==> src/rtl/decode_issue.sv <==
// Decode/issue stage for the 16-bit, 8-register core: decodes fields, reads operands,
// tracks outstanding destination writes in a scoreboard and issues over valid/ready.
module decode_issue (
    input  logic        clk,
    input  logic        rst,
    input  logic        in_valid,
    input  logic [15:0] in_instr,
    output logic        in_ready,
    output logic [2:0]  rf_rs1,
    output logic [2:0]  rf_rs2,
    input  logic [15:0] rf_data_rs1,
    input  logic [15:0] rf_data_rs2,
    input  logic        wb_valid,
    input  logic [2:0]  wb_rd,
    output logic        out_valid,
    input  logic        out_ready,
    output logic [3:0]  out_op,
    output logic [2:0]  out_rd,
    output logic        out_wen,
    output logic [15:0] out_a,
    output logic [15:0] out_b,
    output logic [15:0] out_imm,
    output logic        out_illegal,
    output logic [7:0]  busy_regs
);

    localparam logic [3:0] OP_NOP  = 4'h0;
    localparam logic [3:0] OP_ADDI = 4'h8;
    localparam logic [3:0] OP_LD   = 4'h9;
    localparam logic [3:0] OP_ST   = 4'hA;
    localparam logic [3:0] OP_BEQ  = 4'hB;

    function automatic logic [15:0] sext6(input logic [5:0] v);
        return {{10{v[5]}}, v};
    endfunction

    function automatic logic [15:0] sext3(input logic [2:0] v);
        return {{13{v[2]}}, v};
    endfunction

    logic [3:0]  dec_op;
    logic [2:0]  dec_rd;
    logic        dec_use_rs1;
    logic        dec_use_rs2;
    logic        dec_wen;
    logic [15:0] dec_imm;
    logic        dec_illegal;
    logic        hazard;
    logic        accept;

    logic        out_valid_q, out_valid_d;
    logic [3:0]  out_op_q, out_op_d;
    logic [2:0]  out_rd_q, out_rd_d;
    logic        out_wen_q, out_wen_d;
    logic [15:0] out_a_q, out_a_d;
    logic [15:0] out_b_q, out_b_d;
    logic [15:0] out_imm_q, out_imm_d;
    logic        out_illegal_q, out_illegal_d;
    logic [7:0]  busy_q, busy_d;

    assign dec_op = in_instr[15:12];
    assign dec_rd = in_instr[11:9];
    assign rf_rs1 = in_instr[8:6];
    assign rf_rs2 = in_instr[5:3];

    always_comb begin
        dec_use_rs1 = 1'b0;
        dec_use_rs2 = 1'b0;
        dec_wen     = 1'b0;
        dec_imm     = 16'h0000;
        dec_illegal = 1'b0;
        case (dec_op) inside
            OP_NOP: begin
            end
            [4'h1:4'h7]: begin
                dec_use_rs1 = 1'b1;
                dec_use_rs2 = 1'b1;
                dec_wen     = 1'b1;
            end
            OP_ADDI: begin
                dec_use_rs1 = 1'b1;
                dec_wen     = 1'b1;
                dec_imm     = sext6(in_instr[5:0]);
            end
            OP_LD: begin
                dec_use_rs1 = 1'b1;
                dec_wen     = 1'b1;
                dec_imm     = sext3(in_instr[2:0]);
            end
            OP_ST, OP_BEQ: begin
                dec_use_rs1 = 1'b1;
                dec_use_rs2 = 1'b1;
                dec_imm     = sext3(in_instr[2:0]);
            end
            default: dec_illegal = 1'b1;
        endcase
    end

    // Hazards look only at the registered scoreboard, so a writeback this cycle
    // releases a stalled instruction on the following edge.
    assign hazard = (dec_use_rs1 && busy_q[rf_rs1]) ||
                    (dec_use_rs2 && busy_q[rf_rs2]) ||
                    (dec_wen     && busy_q[dec_rd]);

    assign in_ready = (!out_valid_q || out_ready) && !(in_valid && hazard);
    assign accept   = in_valid && in_ready;

    always_comb begin
        out_valid_d   = out_valid_q;
        out_op_d      = out_op_q;
        out_rd_d      = out_rd_q;
        out_wen_d     = out_wen_q;
        out_a_d       = out_a_q;
        out_b_d       = out_b_q;
        out_imm_d     = out_imm_q;
        out_illegal_d = out_illegal_q;
        busy_d        = busy_q;

        if (wb_valid) begin
            busy_d[wb_rd] = 1'b0;
        end

        if (accept) begin
            out_valid_d   = 1'b1;
            out_op_d      = dec_op;
            out_rd_d      = dec_rd;
            out_wen_d     = dec_wen;
            out_a_d       = dec_use_rs1 ? rf_data_rs1 : 16'h0000;
            out_b_d       = dec_use_rs2 ? rf_data_rs2 : 16'h0000;
            out_imm_d     = dec_imm;
            out_illegal_d = dec_illegal;
            if (dec_wen) begin
                busy_d[dec_rd] = 1'b1;
            end
        end else if (out_ready) begin
            out_valid_d = 1'b0;
        end
    end

    always_ff @(posedge clk or posedge rst) begin
        if (rst) begin
            out_valid_q   <= 1'b0;
            out_op_q      <= 4'h0;
            out_rd_q      <= 3'h0;
            out_wen_q     <= 1'b0;
            out_a_q       <= 16'h0000;
            out_b_q       <= 16'h0000;
            out_imm_q     <= 16'h0000;
            out_illegal_q <= 1'b0;
            busy_q        <= 8'h00;
        end else begin
            out_valid_q   <= out_valid_d;
            out_op_q      <= out_op_d;
            out_rd_q      <= out_rd_d;
            out_wen_q     <= out_wen_d;
            out_a_q       <= out_a_d;
            out_b_q       <= out_b_d;
            out_imm_q     <= out_imm_d;
            out_illegal_q <= out_illegal_d;
            busy_q        <= busy_d;
        end
    end

    assign out_valid   = out_valid_q;
    assign out_op      = out_op_q;
    assign out_rd      = out_rd_q;
    assign out_wen     = out_wen_q;
    assign out_a       = out_a_q;
    assign out_b       = out_b_q;
    assign out_imm     = out_imm_q;
    assign out_illegal = out_illegal_q;
    assign busy_regs   = busy_q;

endmodule

==> config.mk <==
export PLATFORM = sky130hd
export DESIGN_NAME = decode_issue
export DESIGN_NICKNAME = d
export VERILOG_FILES = /design/src/rtl/decode_issue.sv
export SDC_FILE = /design/constraint.sdc
export NUM_CORES = 1
export LEC_CHECK = 0
export CORE_ASPECT_RATIO = 0.8
export CORE_MARGIN = 2
export CORE_UTILIZATION = 40
export DETAILED_ROUTE_END_ITERATION = 10
export PLACE_DENSITY = 0.84
export RECOVER_POWER = 50
export SYNTH_ARGS = -nofsm -noshare
export SYNTH_HDL_FRONTEND = slang
export SYNTH_SLANG_ARGS = --single-unit
==> constraint.sdc <==
create_clock -name clk -period 5.38 [get_ports clk]
set_input_delay 1.614 -clock clk [delete_from_list [all_inputs] [get_ports clk]]
set_output_delay 1.614 -clock clk [all_outputs]
set_load 0.1 [all_outputs]
==> results of run 1 <==
synth_stat cells (3+ instances only):
| master | instances |
|---|---|
| buf_6 | 6 |
| buf_2 | 4 |
| nor2b_1 | 4 |
| mux2i_1 | 44 |
| o21ai_0 | 10 |
| buf_4 | 18 |
| nor2_1 | 6 |
| o41ai_1 | 5 |
| mux2_1 | 7 |
| a21oi_1 | 3 |
| nand2b_1 | 8 |
| mux2_2 | 5 |
| inv_1 | 39 |
| nand3_1 | 4 |
| nand2_1 | 45 |
| dfrtp_1 | 56 |
per-stage QoR:
stage          power (mW)  instances  hold slack [ps]
2_1_floorplan       2.047        291            972.7
3_3_place_gp        2.440        485            478.7
3_5_place_dp        2.459        485            488.0
4_1_cts             2.737        493            516.7
5_1_grt             2.784        493            526.9
6_report            2.674        493            509.3
flip-flops by register name, summed over array words and instances, names as in the netlist:
register / count
busy_regs: 8
out_a: 16
out_b: 16
out_illegal: 1
out_imm: 6
out_op: 4
out_rd: 3
out_valid: 1
out_wen: 1
area by class of cell:
class | instances | area share, %
sequential | 56 | 32.48
timing repair buffer | 134 | 30.54
multi-input combinational | 166 | 28.39
inverter | 39 | 3.393
tap | 90 | 2.610
clock buffer | 5 | 1.595
clock inverter | 3 | 0.9861
power by group:
part / switching [mW] / leakage (nW) / internal, mW
sequential: 0.0880 / 0.705 / 0.558
clock: 0.135 / 0.0541 / 0.138
combinational: 1.38 / 1.37 / 0.372
worst paths after layout:
path                               from         end  slack [ps]  depth (start not counted)
setup reg to reg           busy_regs[3]   out_b[12]        3170                          6
hold / removal               out_imm[4]  out_imm[4]         510                          1
setup / recovery           in_instr[15]    in_ready         340                          7
max in group asynchronous           rst   out_rd[1]        1310                          3
hold reg to reg              out_imm[4]  out_imm[4]         510                          1
min in group asynchronous           rst    out_b[4]        1960                          2
routing by layer:
layer / global-route usage (%) / wire, um / up-vias
met3: 4.131 / 502 / 5
met4: 3.562 / 32 / 0
met5: 0 / 0 / -
met2: 30.00 / 3489 / 85
li1: - / - / 1171
met1: 24.39 / 3140 / 1161
cell families after synthesis:
group,count (synthesis)
simple gates,80
buf+inv,69
mux,56
flops,56
compound gates,30
critical path: stages:
cell	delay, ps
clkdlybuf4s50_1	610
nor4_4	430
nor2b_2	120
nand4_2	150
nand3_1	100
a21boi_2	200
buf_12	190
==> impl_metrics.tcl, run 1 <==
set metrics [dict create \
    outcome "complete, but fails checks" \
    failed_checks "max-capacitance violations, max-slew violations" \
    htree_levels 2 \
    synth-edff-count 0 \
    crit_fanout 8 \
    crit_type "primary input to output pin" \
    cts_buffers 5 \
    final_util_pct 58.92 \
    async_flop_share_pct 100.0 \
    grt_pass1_wl_mm 11.66 \
    nets 458 \
    overflow 0 \
    fp.dieH_um 81.34 \
    fin_ws_ps 335.5 \
    dieArea_sq_um 8188 \
    drc 0 \
    synthAdderAreaFrac_pct 0 \
    period_share_pct 93.76 \
    first_pass_iters 4 \
    dpl_cell_area_sq_um 4207 \
    final_cell_mix "clkdlybuf4s50_1 (84), dfrtp_1 (56), nand2_1 (45)" \
    cts_tree "yes" \
    grt_max_degree 33 \
    vias_per_cell 4.913 \
    die_w_um 100.7 \
    stdcell_area_sq_um 4314 \
    core-area_sq_um 7322 \
    synth_ff_type "dfrtp_1" \
    antenna_left 0 \
    synth_cell_types 38 \
    nFillCells 637 \
    post_cts_buffers 0 \
    hold_violations 0 \
    syn_area_sq_um 2990 \
    worstSetupEndpointType "output pin" \
    syn_avg_cell_area_sq_um 10.28 \
    final_common_cell "clkdlybuf4s50_1" \
    synthSimpleGateAreaFrac_pct 14.10 \
    antenna_found_initial 0 \
    fin_crit_ps 5044 \
    dpl_worst_slack_ps 341.6 \
    fmax_mhz 198.2 \
    final-max-slew-violation-count 33 \
    area_growth_pct 44.27 \
    syn-num-nets 347 \
    setup_tns_ps 0 \
    cp-start-kind "primary input" \
    clockBufferDepth 2 \
    multi_input_area_sq_um 1225 \
    yosys.area.top_type "dfrtp_1" \
    netlist_instances 291 \
    io-pin-count 129 \
    ys_seq_elements 56 \
    start_util_pct 40.84 \
    peakVddDrop_mv 0.3805 \
    tightest_slew_ps 1718 \
    synth-seq-area-share_pct 46.86 \
    drt_iter0_markers 94 \
    dr_total_vias 2422 \
    cts_num_sinks 56 \
    yosys-top-cells-area "dfrtp_1 (47%), mux2i_1 (15%), nand2_1 (5.6%), inv_1 (4.9%), buf_4 (4.5%)" \
    setup_viol_count_final 0 \
    slew_headroom_pct -14.56 \
    layout-drive-gt1-share_pct 8.933 \
    synth_top_family_by_area "multiplexers" \
    rows 28 \
    clkLatencyLatePin_ps 310 \
    detail_route.wirelength_mm 7.164 \
    clk_pin_slew_ps 100 \
    synthXorXnorAreaFrac_pct 0 \
    diodes 0 \
    cts_root_buffer "clkbuf_8" \
    holdCritPathClass "flip-flop to flip-flop" \
    rsz0062_at_grt "no" \
    place.gp.congestion 0.8320 \
    synth_compound_area_share_pct 7.197 \
    ys_warn_count 0 \
    yosysTopAreaCellShare_pct 46.86 \
    seq_area_sq_um 1401 \
    io_buffers 128 \
    grt_usage_pct 18.06 \
    wl_per_cell_um 14.53 \
    cts_resized 0 \
    fin_skew_ps 10.86 \
    p_per_area_nw_per_um2 619.8 \
    detailed_place_hpwl_mm 5.481 \
    crit_arrival_ps 3430 \
    synthMuxAreaShare_pct 19.25 \
    drv_cap 1 \
    required_ps 3770 \
    power.leakage_nw 2.128 \
    postCtsHoldBufs 0 \
    first_global_vias 2331 \
]
No activity file was read; power rests on OpenSTA's default activity.
==> run 2: changes to the inputs <==
- CORE_UTILIZATION: 40 -> 46
- PLACE_DENSITY: 0.84 -> 0.94
==> run 2 against run 1 <==
The flow still finishes with violations (max-capacitance violations, max-slew violations). Clock skew shrank 1.0 ps. Final cell count is 1.2% lower. Worst hold slack lost 11 ps. Design area down 0.26%. Flip-flop and latch count unchanged. Non-clock buffer count unchanged.
==> impl_metrics.tcl, run 2 (synthesis results as in run 1) <==
set metrics [dict create \
    nets 458 \
    dr_total_vias 2444 \
    tightest_slew_ps 2961 \
    rsz0062_at_grt "no" \
    antenna_left 0 \
    dpl_worst_slack_ps 337.4 \
    fin_crit_ps 5040 \
    post_cts_buffers 0 \
    area_growth_pct 43.89 \
    htree_levels 2 \
    worstSetupEndpointType "output pin" \
    fp.dieH_um 76.12 \
    required_ps 3770 \
    p_per_area_nw_per_um2 621.5 \
    clockBufferDepth 2 \
    power.leakage_nw 2.134 \
    io-pin-count 129 \
    fin_ws_ps 339.7 \
    cts_root_buffer "clkbuf_8" \
    layout-drive-gt1-share_pct 8.685 \
    dieArea_sq_um 7166 \
    grt_pass1_wl_mm 11.93 \
    nFillCells 510 \
    cts_buffers 5 \
    drv_cap 1 \
    first_pass_iters 4 \
    core-area_sq_um 6344 \
    cts_tree "yes" \
    cp-start-kind "primary input" \
    antenna_found_initial 0 \
    postCtsHoldBufs 0 \
    final_cell_mix "clkdlybuf4s50_1 (84), dfrtp_1 (56), nand2_1 (45)" \
    slew_headroom_pct -97.42 \
    clk_pin_slew_ps 100 \
    die_w_um 94.15 \
    clkLatencyLatePin_ps 300 \
    drt_iter0_markers 107 \
    drc 0 \
    setup_viol_count_final 0 \
    failed_checks "max-capacitance violations, max-slew violations" \
    wl_per_cell_um 14.88 \
    crit_fanout 12 \
    detailed_place_hpwl_mm 5.422 \
    grt_max_degree 57 \
    final_common_cell "clkdlybuf4s50_1" \
    grt_usage_pct 20.70 \
    rrSetupSlack_ps 3240 \
    start_util_pct 47.14 \
    crit_arrival_ps 3430 \
    peakVddDrop_mv 0.4321 \
    holdCritPathClass "flip-flop to flip-flop" \
    fmax_mhz 198.4 \
    io_buffers 128 \
    hold_violations 0 \
    cts_num_sinks 56 \
    outcome "complete, but fails checks" \
    fin_skew_ps 9.858 \
    rows 26 \
    cts_resized 0 \
    first_global_vias 2468 \
    vias_per_cell 5.018 \
    setup_tns_ps 0 \
    place.gp.congestion 0.8828 \
    crit_type "primary input to output pin" \
    detail_route.wirelength_mm 7.245 \
    period_share_pct 93.69 \
    diodes 0 \
    overflow 0 \
    final-max-slew-violation-count 57 \
]
[run 2: cell count changes in the layout (fill, tap and decap cells not counted), sizes merged]
cell      change
clkinvlp      -1
clkbuf        +1
inv           -1
clkinv        +1
[run 2: worst paths after layout]
kind / startpoint / endpoint / cells after the start
worst max register to register: busy_regs[7] / out_op[0] / 6
min in group asynchronous: rst / out_b[7] / 3
worst max-delay path: in_instr[9] / in_ready / 7
max in group asynchronous: rst / out_imm[4] / 3
worst min-delay path: out_op[2] / out_op[2] / 1
worst min register to register: out_op[2] / out_op[2] / 1
[run 2: critical path: stages]
cell and delay, ps:
clkdlybuf4s50_1 700, nor4bb_1 370, a211oi_2 100, nand4_2 140, nand3_1 100, a21boi_2 200
buf_12 190
[run 2: power by group]
group          switching, mW  internal, mW  total (mW)
clock                  0.131         0.138       0.270
combinational           1.38         0.373        1.76
sequential            0.0894         0.558       0.647
total                   1.60          1.07        2.67
[run 2: routing by layer]
| metal | track usage (%) | part of all wire (%) | wire (um) | vias to the layer above |
|---|---|---|---|---|
| li1 | - | - | - | 1165 |
| met1 | 27.46 | 43 | 3120 | 1173 |
| met2 | 34.29 | 48 | 3491 | 100 |
| met3 | 5.341 | 7.8 | 565 | 6 |
| met4 | 4.493 | 0.92 | 67 | 0 |
| met5 | 0 | 0 | 0 | - |
[run 2: per-stage QoR]
step | hold WS [ps] | instances | util (%) | instance area (sq um) | power [mW]
after floorplan | 972.7 | 291 | - | 2994 | 2.047
after global placement | 474.7 | 479 | 66.19 | 4199 | 2.436
after detailed placement | 481.6 | 479 | 66.19 | 4199 | 2.459
after CTS | 504.7 | 487 | 67.89 | 4307 | 2.732
after global routing | 526.6 | 487 | 67.83 | 4303 | 2.782
final | 498.5 | 487 | 67.83 | 4303 | 2.674
[run 2: area by class of cell]
cell class / instances / area [sq um] / share of cell area, %
Clock inverter: 2 / 35.03 / 0.8142
Multi-Input combinational cell: 166 / 1225 / 28.47
Inverter: 39 / 146.4 / 3.402
Sequential cell: 56 / 1401 / 32.57
Clock buffer: 6 / 72.57 / 1.687
Tap cell: 84 / 105.1 / 2.443
Timing Repair Buffer: 134 / 1318 / 30.62
